--- src/rtl/openila_capture_ctrl.sv ---
// ---------------------------------------------------------------------------
// openila_capture_ctrl
//
// Capture and readout controller for a small integrated logic analyser.
// After an arm pulse, compressed samples are written into a circular sample
// memory. A trigger hit latches how many post-trigger samples to keep. Once
// those have been written the buffer is frozen. A readout pass then streams
// the buffer oldest-to-newest through a valid/ready port. It waits one memory
// read latency per word.
//
// Parameters
//   W_DATA     width of a compressed sample word and of a memory word
//   W_ADDR     memory address width, buffer depth is 2**W_ADDR
//
// Ports
//   clk        sole clock, rising edge
//   rst_n      asynchronous active-low reset
//   arm        single-cycle pulse, starts a new capture (highest priority)
//   trigger    trigger hit from the trigger unit
//   din        compressed sample
//   din_valid  qualifies din
//   post_count number of post-trigger writes, sampled on the trigger cycle
//   mem_addr   memory address (write pointer, or read pointer during RD_ADDR)
//   mem_wen    memory write enable
//   mem_wdata  memory write data (combinational from din)
//   mem_rdata  memory read data, valid one cycle after mem_addr
//   rd_start   starts a readout pass of the frozen buffer
//   rd_data    readout word
//   rd_valid   readout word valid
//   rd_ready   readout consumer ready
//   status     {done, triggered, armed}
// ---------------------------------------------------------------------------
module openila_capture_ctrl #(
    parameter int W_DATA = 9,
    parameter int W_ADDR = 8
) (
    input  logic              clk,
    input  logic              rst_n,
    input  logic              arm,
    input  logic              trigger,
    input  logic [W_DATA-1:0] din,
    input  logic              din_valid,
    input  logic [W_ADDR-1:0] post_count,
    output logic [W_ADDR-1:0] mem_addr,
    output logic              mem_wen,
    output logic [W_DATA-1:0] mem_wdata,
    input  logic [W_DATA-1:0] mem_rdata,
    input  logic              rd_start,
    output logic [W_DATA-1:0] rd_data,
    output logic              rd_valid,
    input  logic              rd_ready,
    output logic [2:0]        status
);

    // Full buffer depth expressed in the rd_left width. It needs one extra bit
    // so that a wrapped buffer can report all 2**W_ADDR words.
    localparam logic [W_ADDR:0]   DEPTH_L = {1'b1, {W_ADDR{1'b0}}};
    localparam logic [W_ADDR-1:0] ONE_A   = {{(W_ADDR-1){1'b0}}, 1'b1};
    localparam logic [W_ADDR:0]   ONE_L   = {{W_ADDR{1'b0}}, 1'b1};

    typedef enum logic [2:0] {
        IDLE,
        ARMED,
        POST,
        DONE,
        RD_ADDR,
        RD_DATA,
        RD_OUT
    } state_t;

    state_t            state;
    state_t            state_next;
    logic [W_ADDR-1:0] wr_ptr;
    logic [W_ADDR-1:0] rd_ptr;
    logic [W_ADDR-1:0] remain;
    logic [W_ADDR:0]   rd_left;
    logic              wrapped;

    logic              wr_fire;
    logic              handshake;
    logic [W_ADDR:0]   start_len;

    // A write happens only while capturing. An arm pulse suppresses the write
    // in its own cycle because the pointer is being cleared anyway.
    assign wr_fire   = (state == ARMED || state == POST) && din_valid && !arm;
    assign handshake = (state == RD_OUT) && rd_valid && rd_ready;

    // Number of words a readout pass covers. A buffer that has wrapped is
    // completely full. Otherwise the words are those written since the arm.
    assign start_len = wrapped ? DEPTH_L : {1'b0, wr_ptr};

    // State register.
    always_ff @(posedge clk or negedge rst_n) begin
        if (!rst_n) begin
            state <= IDLE;
        end else begin
            state <= state_next;
        end
    end

    // Next-state logic. Arm overrides everything and restarts the capture from
    // any state, including the middle of a readout.
    always_comb begin
        state_next = state;
        if (arm) begin
            state_next = ARMED;
        end else begin
            case (state)
                IDLE:    state_next = IDLE;
                ARMED: begin
                    if (trigger) begin
                        state_next = (post_count != '0) ? POST : DONE;
                    end
                end
                POST: begin
                    if (wr_fire && remain == ONE_A) begin
                        state_next = DONE;
                    end
                end
                DONE: begin
                    if (rd_start && start_len != '0) begin
                        state_next = RD_ADDR;
                    end
                end
                RD_ADDR: state_next = RD_DATA;
                RD_DATA: state_next = RD_OUT;
                RD_OUT: begin
                    if (handshake) begin
                        state_next = (rd_left == ONE_L) ? DONE : RD_ADDR;
                    end
                end
                default: state_next = IDLE;
            endcase
        end
    end

    // Output logic. The memory address is the write pointer except for the
    // single cycle in which the read pointer is presented to the memory.
    always_comb begin
        mem_wen   = wr_fire;
        mem_wdata = din;
        mem_addr  = (state == RD_ADDR) ? rd_ptr : wr_ptr;
        status    = 3'b000;
        case (state)
            ARMED:                         status = 3'b001;
            POST:                          status = 3'b010;
            DONE, RD_ADDR, RD_DATA, RD_OUT: status = 3'b100;
            default:                       status = 3'b000;
        endcase
    end

    // Pointers, counters and readout register. The wrapped flag records that
    // the write pointer has passed the end of the memory at least once. When
    // it is set, the oldest surviving sample sits at the current write pointer.
    always_ff @(posedge clk or negedge rst_n) begin
        if (!rst_n) begin
            wr_ptr   <= '0;
            rd_ptr   <= '0;
            remain   <= '0;
            rd_left  <= '0;
            wrapped  <= 1'b0;
            rd_data  <= '0;
            rd_valid <= 1'b0;
        end else if (arm) begin
            wr_ptr   <= '0;
            wrapped  <= 1'b0;
            rd_valid <= 1'b0;
        end else begin
            if (wr_fire) begin
                wr_ptr <= wr_ptr + ONE_A;
                if (wr_ptr == '1) begin
                    wrapped <= 1'b1;
                end
            end
            case (state)
                ARMED: begin
                    if (trigger) begin
                        remain <= post_count;
                    end
                end
                POST: begin
                    if (wr_fire) begin
                        remain <= remain - ONE_A;
                    end
                end
                DONE: begin
                    if (rd_start) begin
                        rd_ptr  <= wrapped ? wr_ptr : '0;
                        rd_left <= start_len;
                    end
                end
                RD_DATA: begin
                    rd_data  <= mem_rdata;
                    rd_valid <= 1'b1;
                end
                RD_OUT: begin
                    if (handshake) begin
                        rd_valid <= 1'b0;
                        rd_ptr   <= rd_ptr + ONE_A;
                        rd_left  <= rd_left - ONE_L;
                    end
                end
                default: begin
                end
            endcase
        end
    end

endmodule

--- config.mk ---
export PLATFORM = sky130hd
export DESIGN_NAME = openila_capture_ctrl
export DESIGN_NICKNAME = d
export VERILOG_FILES = /design/src/rtl/openila_capture_ctrl.sv
export SDC_FILE = /design/constraint.sdc
export NUM_CORES = 1
export LEC_CHECK = 0
export ABC_AREA = 1
export CORE_ASPECT_RATIO = 0.5
export CORE_UTILIZATION = 45
export CTS_CLUSTER_DIAMETER = 50
export DETAILED_ROUTE_END_ITERATION = 8
export PLACE_DENSITY = 0.75
export SLEW_MARGIN = 20
export SYNTH_ARGS = -nofsm -noshare
export SYNTH_HDL_FRONTEND = slang
export SYNTH_SLANG_ARGS = --single-unit
--- constraint.sdc ---
create_clock -name clk -period 1.5 [get_ports clk]
set_input_delay 0.3 -clock clk [delete_from_list [all_inputs] [get_ports clk]]
set_output_delay 0.3 -clock clk [all_outputs]
set_load 0.1 [all_outputs]
* Word level (Yosys, flattened, before mapping) *
Index checks and enable logic that the tools add are counted.

operators by class
  add/subtract/negate cells = 4
  $mul = 0
  div/mod/pow operators = 0
  magnitude comparators = 0
  equality and inequality tests = 17
  shift operators = 0
  multiplexer cells = 29
  bitwise operators = 1
  reductions and logical operators = 22

operators with widths
  operator                                              count
  two-way mux 8 bit                                     8
  case mux 8 bit (2 select lines)                       2
  two-way mux 9 bit                                     3
  two-way mux 3 bit                                     6
  case mux 3 bit (6 select lines)                       1
  case mux 9 bit (2 select lines)                       1
  adder 8 x 1 -> 8 bit (second input constant)          2
  AND reduction 4 bit                                   3
  equality test 3 bit (second input constant)           3
  equality test 9 x 1 -> 1 bit (second input constant)  1
  != test 3 bit (second input constant)                 3
  case mux 3 bit (3 select lines)                       1
  nonzero test 9 bit                                    1
  subtractor 9 x 1 -> 9 bit (second input constant)     1
  equality test 8 x 1 -> 1 bit (second input constant)  1
  equality test 8 bit (second input constant)           1
  != test 2 bit (second input constant)                 4
  nonzero test 2 bit                                    4
  nonzero test 8 bit                                    1
  subtractor 8 x 1 -> 8 bit (second input constant)     1
  equality test 3 x 2 -> 1 bit (second input constant)  2
  logical AND 1 bit                                     6
  two-way mux 1 bit                                     6
  AND reduction 2 bit                                   3
  other kinds (8)                                       8

storage, ports and cells
  flip-flop bits (word level) = 47
  bits in latches = 0
  memory bits (writable) = 0
  bits in read-only memories = 0
  bits of input ports = 33
  output and inout bits = 31
  word-level logic and storage cells = 81
  memories kept = 0

* Depth between registers and ports, before layout *
  depth in word-level cells = 8
  mapped depth = 10
  mapped depth without buffers = 10

* Worst setup path after synthesis *
Ideal clock, no wire load.

  path type = register -> output
  start = reg state[2]
  end = out mem_addr[0]
  arrival time = 2.897 ns
  required time = 1.200 ns
  path slack = -1.697 ns
  cell stages (with the launch flop) = 5
  path buffers = 1
  path through = dfrtp_1 -> inv_2 -> nor3_2 -> clkbuf_1 -> o21ai_0

on the way
  word-level cells in the longest chain between the ends = 2

ends and longest elaborated chain
  what                    line  RTL
  start, declared         71    state_t state;
  start signal, assigned  97    state <= state_next;
  equality test 3 bit     142   mem_addr = (state == RD_ADDR) ? rd_ptr : wr_ptr;
  two-way mux 8 bit       142
  end, declared           44    output logic [W_ADDR-1:0] mem_addr,

Every way passes these cells.

* Worst setup path after layout *
  start = reg state[0]
  end = out mem_wen

on the way
  word-level cells in the longest chain between the ends = 4
  elaborated cells between the ends (all ways) = 5
  those cells by class = 2 x eq/ne; 3 x reduce/logical

ends and longest elaborated chain
  what                                                                          line  RTL
  equality test 3 x 1 -> 1 bit or equality test 3 x 2 -> 1 bit (tied branches)  85    assign wr_fire = (state == ARMED || state == POST) && din_valid && !arm;
  logical OR 1 bit (*)                                                          85
  logical AND 1 bit (*) (2 in a row)                                            85
  end, declared                                                                 45    output logic mem_wen,

Mark *: on every way between the ends. The rest lies on a longest branch, timed or not.

==> results by group <==
GRT
  • Maximum number of pins on one net before global-route repair: between 40 and 50
  • Final global-route overflow total: 0
  • Vias in the first global route: between 2000 and 3000
  • Wire length of the first global-routing pass: 13200 um
  • Total track usage: roughly 25%
  • Number of antenna violations at the first check in global routing: 0

Worst setup path
  • Crit path max-delay family: simple AND/OR/NAND/NOR gates
  • WS Path Type: flop to primary output
  • Crit-path cells: inv_1 > nor2_1 > nand2_1 > nand2_2 > nand2_4 > nor2_4 > buf_12
  • Reg2reg setup slack: -0.23 ns
  • Worst Path Required: around 1.2 ns
  • Critical path fanouts, max: 4
  • Crit path arrival time: about 1.6 ns
  • Worst reg2reg path startpoint: state[0]$_DFFE_PN0P_
  • Critical path buffers and inverters: 2
  • Worst flop-to-flop path endpoint: rd_left[3]$_DFFE_PN0P_
  • Worst Reg2Reg Path Length in Cells: 12
  • Crit-path max cell delay: 0.45 ns
  • Startpoint types: flop
  • Total stage count of the critical path: 7
  • Critical-path cell with the highest stage delay: dfrtp_2
  • Element type at the critical path end: primary output

Floorplan
  • Die outline height: 59.4 um
  • Count of boundary I/O pins: 64
  • Starting density of the core: a little under half
  • Die footprint: ~7000 sq um
  • Row Count: 20
  • Width of the chip: 117 um
  • Core area: 6210 sq um

STA
  • Max-slew violation count: 0
  • Total count of hold-check failures in the final report: 0
  • Fin worst setup slack: -0.377 ns
  • Highest attainable clock frequency: ~0.53 GHz
  • Transition at the pin with the smallest max-transition slack: 0.325 ns
  • Post-route fraction of the period consumed by the critical path: 125%
  • Worst max-slew margin expressed relative to the limit: 78.2%
  • Final min period: 1.88 ns
  • Worst hold margin: between 0.5 and 0.6 ns
  • Setup repair after global routing missed its margin: true
  • Setup skew after layout: 0.00426 ns
  • Final setup violating endpoints: 52

Power and ir drop
  • Internal power: around 4.4 mW
  • Reg power frac: between 20% and 30%
  • Proportion of power drawn by the clock network: 15.9%
  • Fraction of power consumed by combinational cells: 58.3%
  • Areal power density over the cells: about 1800 nW/um^2
  • Pleak: 2.20 nW
  • Worst VDD drop: around 0.0012 V
  • Total net switching power: ~4 mW
  • Net Sw Frac: 46.7%
  • Tot Pwr: ~8.4 mW

Yosys
  • Share of synthesized flip-flops with an asynchronous set or reset: 100%
  • Net count after synthesis: between 400 and 500
  • Synth area leader: dfrtp_1
  • Share of the synthesized area in the top cell type: around two fifths
  • Mapped Area: ~3000 sq um
  • Most frequently used flop master after synthesis: dfrtp_1
  • Most frequent cell after synthesis: nand2_1
  • Gate Count Post-Synth: ~420
  • Yosys Warn Count: 0
  • Number of synthesized flops with an enable pin: 0
  • Post-synthesis sequential area ratio: between 30% and 40%
  • Count of unique library cells instantiated by Yosys: 32
  • Area contributors post-synth: dfrtp_1 (40%), nand2_1 (16%), o21ai_0 (7.4%), nand3_1 (5.9%), inv_1 (5.3%)
  • Synthesized area per cell: roughly 7.1 sq um
  • Number of synthesized register bits: 47
  • Synth cell count leaders: nand2_1 (123), dfrtp_1 (47), o21ai_0 (44)

Clock network
  • Clock latency at the later pin of the worst-skew pair: approximately 0.29 ns
  • Number of H-tree levels: 2
  • Clock tree buffer depth: 2
  • Number of buffers created by CTS: 5
  • Clock-pin slew reported for the worst setup and hold paths after clock tree synthesis: around 0.070 ns
  • Clock tree from TritonCTS: built
  • CTS sink count: 47
  • Library cell used as clock root buffer: clkbuf_16

Route
  • First-pass iteration count of the detailed router: 5
  • Met2 routed wirelength: approximately 4300 um
  • Wire length on met3: 586 um
  • Top layer used by detailed routing: met4
  • Post-DR vias/cell: roughly 5.4
  • Post-route DRC violation count: 0
  • Total vias in the final route: 3244
  • Wirelength per Cell: around 15 um
  • First-iteration detailed-routing DRC count: ~350
  • Final ANT Viol Nets: 0
  • Overall routed net length: 9080 um
  • Met1 layer wirelength in the final routing: 3930 um

Min path
  • Number of stages on the worst hold path: 2
  • Worst hold endpoint: rd_left[6]$_DFFE_PN0P_
  • Worst Hold Class: flop to flop
  • Min-Delay Startpoint: rd_left[6]$_DFFE_PN0P_

Finish
  • Number of nets in the finished design: between 500 and 600
  • Utilization of the core after routing: between 70% and 80%
  • Count of fill cells added during filler insertion: 426
  • Inserted Diodes: 0
  • Layout area overhead: 57.8%
  • Share of final-layout standard cells stronger than drive strength 1: a little under a third

Run status
  • Violations in the final reports: negative setup slack
  • Outcome: finished, violations left

Placed design
  • Number of buffer cells added on primary ports: 45
  • Detailed Place HPWL: roughly 5500 um
  • Final weighted congestion in routability-driven placement: around 0.9

Job
  • Max_cap viols: 0
## cells by family after synthesis
group,Yosys count,synth area share (%)
AO/OA/AOI/OAI,72,12.9
multiplexers,10,3.75
buffers and inverters,65,9.90
adder cells (fa/ha/maj),6,2.53
flip-flops,47,39.6
AND/OR/NAND/NOR,214,30.2
XOR/XNOR,4,1.18
## power groups by stage
stage | registers [mW] | logic, mW | clock network (mW)
after floorplan | 2.72 | 2.18 | 0
after global placement | 2.13 | 4.15 | 0
after detailed placement | 2.13 | 4.21 | 0
after CTS | 2.12 | 4.44 | 1.33
after global routing | 2.21 | 5.16 | 1.41
final | 2.16 | 4.87 | 1.33
## flip-flops by register name, indices dropped and copies added, names as in the netlist
register / count
state: 3
wrapped: 1
remain: 8
rd_data: 9
rd_left: 9
wr_ptr: 8
rd_valid: 1
rd_ptr: 8
## cell type report
cell class | count | area (sq um) | share of cell area, %
Clock inverter | 2 | 35.0 | 0.748
Sequential cell | 47 | 1180 | 25.2
Tap cell | 88 | 110 | 2.35
Timing Repair Buffer | 102 | 1230 | 26.3
Multi-Input combinational cell | 306 | 1810 | 38.5
Inverter | 46 | 183 | 3.90
Clock buffer | 6 | 139 | 2.96
## layout by cell type, fill, tap and decap left out, types with 10 or more instances in the layout
cell	Yosys	final
nand2_1	123	108
buf_12	0	26
clkdlybuf4s50_1	0	22
buf_6	1	14
o21ai_0	44	24
o21ai_1	3	12
nand3_1	35	33
nor2_1	39	28
inv_1	42	42
nor2_4	1	10
buf_4	10	36
dfrtp_1	47	44
## what timing repair did
| action | CTS | global route |
|---|---|---|
| endpoints found under the hold margin | 21 | 0 |
| gates resized for setup | 20 | 48 |
| gates cloned | 2 | 2 |
| pin swaps | 3 | 8 |
| buffers inserted | 7 | 5 |
| endpoints found under the setup margin | 34 | 58 |
| hold buffers | 1 | 0 |
## worst max-delay path by stage
stage	from	end	slack, ns
6_report	state[0]$_DFFE_PN0P_	mem_wen	-0.38
2_1_floorplan	state[1]$_DFFE_PN0P_	remain[4]$_DFFE_PN0P_	-0.27
3_3_place_gp	arm	rd_data[1]$_DFFE_PN0P_	-0.08
5_1_grt	state[0]$_DFFE_PN0P_	mem_wen	-0.44
4_1_cts	state[0]$_DFFE_PN0P_	mem_addr[0]	-0.35
3_5_place_dp	arm	rd_data[3]$_DFFE_PN0P_	-0.12
## through the flow
stage,instance area [sq um],cells,setup WS [ns],TNS (ns)
final,4690,597,-0.377,-10.18
after global routing,4690,597,-0.442,-13.75
after CTS,4440,590,-0.354,-4.52
after detailed placement,4140,573,-0.117,-3.48
after global placement,4140,573,-0.0822,-2.20
after floorplan,3150,418,-0.274,-4.53
## tightest hold or removal path, cell delays in order, from the launching register on
cell	delay (ns)
dfrtp_1	0.36
nand2_1	0.06
nand2_1	0.05
## metal layers
| layer | global-route usage (%) | vias to the layer above |
|---|---|---|
| met1 | 33.5 | 1557 |
| met3 | 4.70 | 29 |
| met5 | 0 | - |
| met4 | 6.51 | 0 |
| met2 | 41.2 | 126 |
| li1 | - | 1532 |
Note: power is estimated with default switching activity, not from simulation.
